[config.mk]
export PLATFORM = sky130hd
export DESIGN_NAME = serial_word_tx
export DESIGN_NICKNAME = d
export VERILOG_FILES = /design/src/rtl/serial_word_tx.sv
export SDC_FILE = /design/constraint.sdc
export NUM_CORES = 1
export LEC_CHECK = 0
export CAP_MARGIN = 10
export CORE_ASPECT_RATIO = 1.1
export CORE_UTILIZATION = 35
export CTS_CLUSTER_DIAMETER = 30
export DETAILED_ROUTE_END_ITERATION = 10
export PLACE_DENSITY = 0.64
export RECOVER_POWER = 25
export SLEW_MARGIN = 20
export SYNTH_ARGS = -nofsm -noshare
export SYNTH_HDL_FRONTEND = slang
export SYNTH_SLANG_ARGS = --single-unit
[constraint.sdc]
create_clock -name CLK -period 2.3 [get_ports CLK]
set_input_delay 0.23 -clock CLK [delete_from_list [all_inputs] [get_ports CLK]]
set_output_delay 0.23 -clock CLK [all_outputs]
set_load 0.005 [all_outputs]
[src/rtl/serial_word_tx.sv]
// Transmit side of the two-wire serial link: shifts a WORD_BITS word out MSB first,
// one bit per ready pulse, with every ready level held long enough for the far-end debouncer.
module serial_word_tx #(
  parameter int unsigned SAMPLE_DIV  = 100,
  parameter int unsigned SETUP_TICKS = 2,
  parameter int unsigned HOLD_TICKS  = 8,
  parameter int unsigned WORD_BITS   = 20
) (
  input  logic                 CLK,
  input  logic                 reset,
  input  logic                 start,
  input  logic [WORD_BITS-1:0] word_in,
  output logic                 data,
  output logic                 ready,
  output logic                 busy,
  output logic                 done,
  output logic [4:0]           bit_count
);

  localparam int unsigned PW     = (SAMPLE_DIV > 1) ? $clog2(SAMPLE_DIV) : 1;
  localparam int unsigned PH_MAX = (SETUP_TICKS > HOLD_TICKS) ? SETUP_TICKS : HOLD_TICKS;
  localparam int unsigned HW     = (PH_MAX > 1) ? $clog2(PH_MAX) : 1;

  typedef enum logic [1:0] {IDLE, SETUP, HIGH, LOW} state_t;

  state_t               state_q, state_d;
  logic [PW-1:0]        presc_q, presc_d;
  logic [HW-1:0]        phase_q, phase_d;
  // MSB is already on the data line, so only the remaining bits are stored
  logic [WORD_BITS-2:0] shreg_q, shreg_d;
  logic                 data_q, data_d;
  logic                 ready_q, ready_d;
  logic                 busy_q, busy_d;
  logic                 done_q, done_d;
  logic [4:0]           cnt_q, cnt_d;
  logic                 tick;

  always_ff @(posedge CLK) begin
    if (!reset) begin
      state_q <= IDLE;
      presc_q <= '0;
      phase_q <= '0;
      shreg_q <= '0;
      data_q  <= 1'b0;
      ready_q <= 1'b0;
      busy_q  <= 1'b0;
      done_q  <= 1'b0;
      cnt_q   <= '0;
    end else begin
      state_q <= state_d;
      presc_q <= presc_d;
      phase_q <= phase_d;
      shreg_q <= shreg_d;
      data_q  <= data_d;
      ready_q <= ready_d;
      busy_q  <= busy_d;
      done_q  <= done_d;
      cnt_q   <= cnt_d;
    end
  end

  always_comb begin
    state_d = state_q;
    presc_d = presc_q;
    phase_d = phase_q;
    shreg_d = shreg_q;
    data_d  = data_q;
    ready_d = ready_q;
    busy_d  = busy_q;
    done_d  = 1'b0;
    cnt_d   = cnt_q;
    tick    = (presc_q == PW'(SAMPLE_DIV - 1));

    if (busy_q) begin
      presc_d = tick ? '0 : presc_q + 1'b1;
    end

    unique case (state_q)
      IDLE: begin
        if (start) begin
          shreg_d = word_in[WORD_BITS-2:0];
          data_d  = word_in[WORD_BITS-1];
          busy_d  = 1'b1;
          cnt_d   = '0;
          presc_d = '0;
          phase_d = '0;
          state_d = SETUP;
        end
      end
      SETUP: begin
        if (tick) begin
          if (phase_q == HW'(SETUP_TICKS - 1)) begin
            phase_d = '0;
            ready_d = 1'b1;
            state_d = HIGH;
          end else begin
            phase_d = phase_q + 1'b1;
          end
        end
      end
      HIGH: begin
        if (tick) begin
          if (phase_q == HW'(HOLD_TICKS - 1)) begin
            phase_d = '0;
            ready_d = 1'b0;
            cnt_d   = cnt_q + 5'd1;
            state_d = LOW;
          end else begin
            phase_d = phase_q + 1'b1;
          end
        end
      end
      LOW: begin
        if (tick) begin
          if (phase_q == HW'(HOLD_TICKS - 1)) begin
            phase_d = '0;
            if (cnt_q < 5'(WORD_BITS)) begin
              data_d  = shreg_q[WORD_BITS-2];
              shreg_d = {shreg_q[WORD_BITS-3:0], 1'b0};
              state_d = SETUP;
            end else begin
              data_d  = 1'b0;
              busy_d  = 1'b0;
              done_d  = 1'b1;
              state_d = IDLE;
            end
          end else begin
            phase_d = phase_q + 1'b1;
          end
        end
      end
      default: state_d = IDLE;
    endcase
  end

  assign data      = data_q;
  assign ready     = ready_q;
  assign busy      = busy_q;
  assign done      = done_q;
  assign bit_count = cnt_q;

endmodule

==> summary.txt <==
Status
  – Outcome: finished, final reports clean

Logic synthesis
  – Syn. warnings: 0
  – Top cell type's share of synthesized area: 0.401
  – Post-synth top cells: dfxtp_1, o21a_1, o221a_2
  – Async S/R FF share, synth: 0
  – Ys flop type: dfxtp_1
  – Top-count cell post-synth: dfxtp_1
  – Mapped cell area: 0.00200 mm2
  – Area leader, netlist: dfxtp_1
  – Synth area leaders: dfxtp_1, o221a_2, o21a_1, ha_1, nor2_1
  – Number of synthesized flops with an enable pin: 0
  – Mapped Nets: 236
  – Post-Synthesis Cells: 203
  – Synthesized area per cell: 9.83 um2
  – Yosys reg bits: 40
  – Register area share after synthesis: 0.401
  – Count of cell types in the netlist: 45

Layout
  – P&R area growth vs syn: 24.6%
  – ANT cells: 0
  – Fill cell count: 516
  – # nets final: 267
  – Proportion of layout cells with a drive suffix above 1: 0.162

Setup path
  – CP endpoint kind: flop
  – Worst reg2reg path depth: 5
  – Flop-to-flop setup slack: 0.23 ns
  – Worst endpoint required time: 2.49 ns
  – RR Endpoint: state_q[0]
  – Crit path from: state_q[0]
  – Crit Path Max Fanout: 10
  – Worst EP arrival: 2.26 ns
  – Crit Path Category: reg -> reg
  – Reg-to-Reg Start: state_q[0]
  – Crit start category: flop

STA
  – Period minus WS final: 2.07 ns
  – Crit share post-route: 0.899
  – Final hold violation count: 0
  – Layout Skew: 0.00520 ns
  – Fmax: 483 MHz
  – Least-Margin Pin Slew: 0.582 ns
  – Slew margin rel.: 0.608
  – RSZ-0062 raised after global routing: no
  – Final hold slack: 0.484 ns
  – Setup violators final: 0
  – Pins Over Slew Limit: 0
  – Setup TNS: 0 ns

Floorplan
  – Die extent in x: 74.0 um
  – Core area: 0.00543 mm2
  – Die Ht: 81.2 um
  – Initial Utilization: 0.368
  – # rows: 28
  – Io pins: 32
  – Full die area: 0.00601 mm2

Routing
  – Drt first pass iters: 4
  – DRC viols: 0
  – Routed WL per cell: 13.9 um
  – Vias: 1638
  – Via-to-Cell Ratio: 5.28
  – Routed Antenna Nets: 0
  – Final wirelength: 4310 um
  – Initial detailed-routing violation count: 66

Clock tree
  – Post-CTS resize count: 0
  – Worst-skew pair later-pin latency: 0.29 ns
  – Clock sink total: 40
  – CTS root buffer: clkbuf_8
  – CTS clock-pin slew for the worst setup and hold paths: 0.08 ns
  – CTS tree: yes
  – Post-CTS Hold Buffers: 0
  – Clk buf depth: 2
  – Number of buffers created by CTS: 5
  – Number of setup buffers added after CTS: 0
  – Max H-tree Level: 2

Power
  – Clock share of power: 0.259
  – Pwr/cell area: 907 mW/mm2
  – Sw power: 752 uW
  – Pint: 1500 uW
  – VDD IR max: 0.568 mV
  – Comb power frac: 0.336
  – Leak Pwr: 0.000913 uW
  – Flop pwr share: 0.405
  – Switching part of the total power: 0.334

Placed design
  – HPWL after DPL: 3050 um
  – Final Wtd Congestion: 0.787
  – Port bufs: 31

Global routing
  – Antenna violations before repair: 0
  – GRT Util Overall: 0.150
  – First-pass GRT wire length: 6910 um
  – Vias in the first global route: 1510
  – Largest net degree at the start of global routing: 21
  – Remaining global-route overflow: 0

Min path
  – HP Class: reg -> reg
  – HP Start: shreg_q[0]
  – Hold EP: shreg_q[0]
  – Hold path depth: 2

Flow run
  – Max Cap Viol: 0
## worst max-delay path by stage
| stage | end | depth (start not counted) |
|---|---|---|
| global route | state_q[0] | 5 |
| detailed placement | state_q[0] | 5 |
| finish | state_q[0] | 5 |
| global placement | state_q[0] | 5 |
| floorplan | state_q[0] | 6 |
| CTS | state_q[0] | 5 |
## through the flow
stage / area (um2) / setup WS (ns) / util / instances / total power (uW)
after detailed placement: 2370 / 0.268 / 0.437 / 302 / 1680
after global routing: 2490 / 0.134 / 0.458 / 310 / 2400
after floorplan: 2000 / 0.368 / - / 203 / 1490
final: 2490 / 0.232 / 0.458 / 310 / 2260
after CTS: 2490 / 0.245 / 0.458 / 310 / 2280
after global placement: 2370 / 0.303 / 0.437 / 302 / 1670
## power by group through the flow
stage,logic (uW),clock network (uW),registers (uW)
6_report,757,585,914
4_1_cts,760,607,914
2_1_floorplan,591,0,898
3_3_place_gp,743,0,930
5_1_grt,833,633,930
3_5_place_dp,752,0,929
## sequential cells by signal, indices dropped and copies added (netlist names)
register   count
shreg_q       19
presc_q        7
bit_count      5
phase_q        3
state_q        2
busy           1
data           1
done           1
ready          1
## layout make-up
| cell class | instances | area (um2) | share of cell area |
|---|---|---|---|
| multi-input cells | 147 | 1120 | 0.450 |
| clock inverters | 3 | 47.5 | 0.0191 |
| flip-flops and latches | 40 | 801 | 0.322 |
| inverters | 6 | 22.5 | 0.00906 |
| clock buffers | 5 | 68.8 | 0.0277 |
| well taps | 75 | 93.8 | 0.0377 |
| repair buffers | 34 | 333 | 0.134 |
## per-layer routing
metal	share of wire	vias to the layer above	GRT usage
met2	0.45	27	0.246
met3	0.042	5	0.0323
met4	0.0088	0	0.0519
met1	0.50	779	0.192
li1	-	827	-
met5	0	-	0
## logic make-up after synthesis
| logic type | count (synthesis) | share of synthesized area |
|---|---|---|
| flops | 40 | 0.401 |
| xor+xnor | 6 | 0.0263 |
| mux | 2 | 0.0100 |
| fa+ha+maj | 10 | 0.0627 |
| simple gates | 58 | 0.163 |
| buf+inv | 16 | 0.0370 |
| compound gates | 71 | 0.300 |
## critical path, stage by stage, from the launching register on
cell and delay, ns:
dfxtp_1 0.39, inv_1 0.11, ha_1 0.34, o32a_1 0.46
or3_1 0.42, o221a_2 0.24
## placed cells by master (no fill, tap or decap), types with 5 or more instances in the layout
cell	instances
nand2_1	13
a21oi_1	6
o21a_1	20
nor2_1	15
dfxtp_1	40
ha_1	10
nand3_1	6
o21ai_0	8
nand2b_1	5
clkbuf_8	5
clkdlybuf4s50_1	24
inv_1	6
dlygate4sd3_1	7
o221a_2	20
Note: power is estimated with default switching activity, not from simulation.
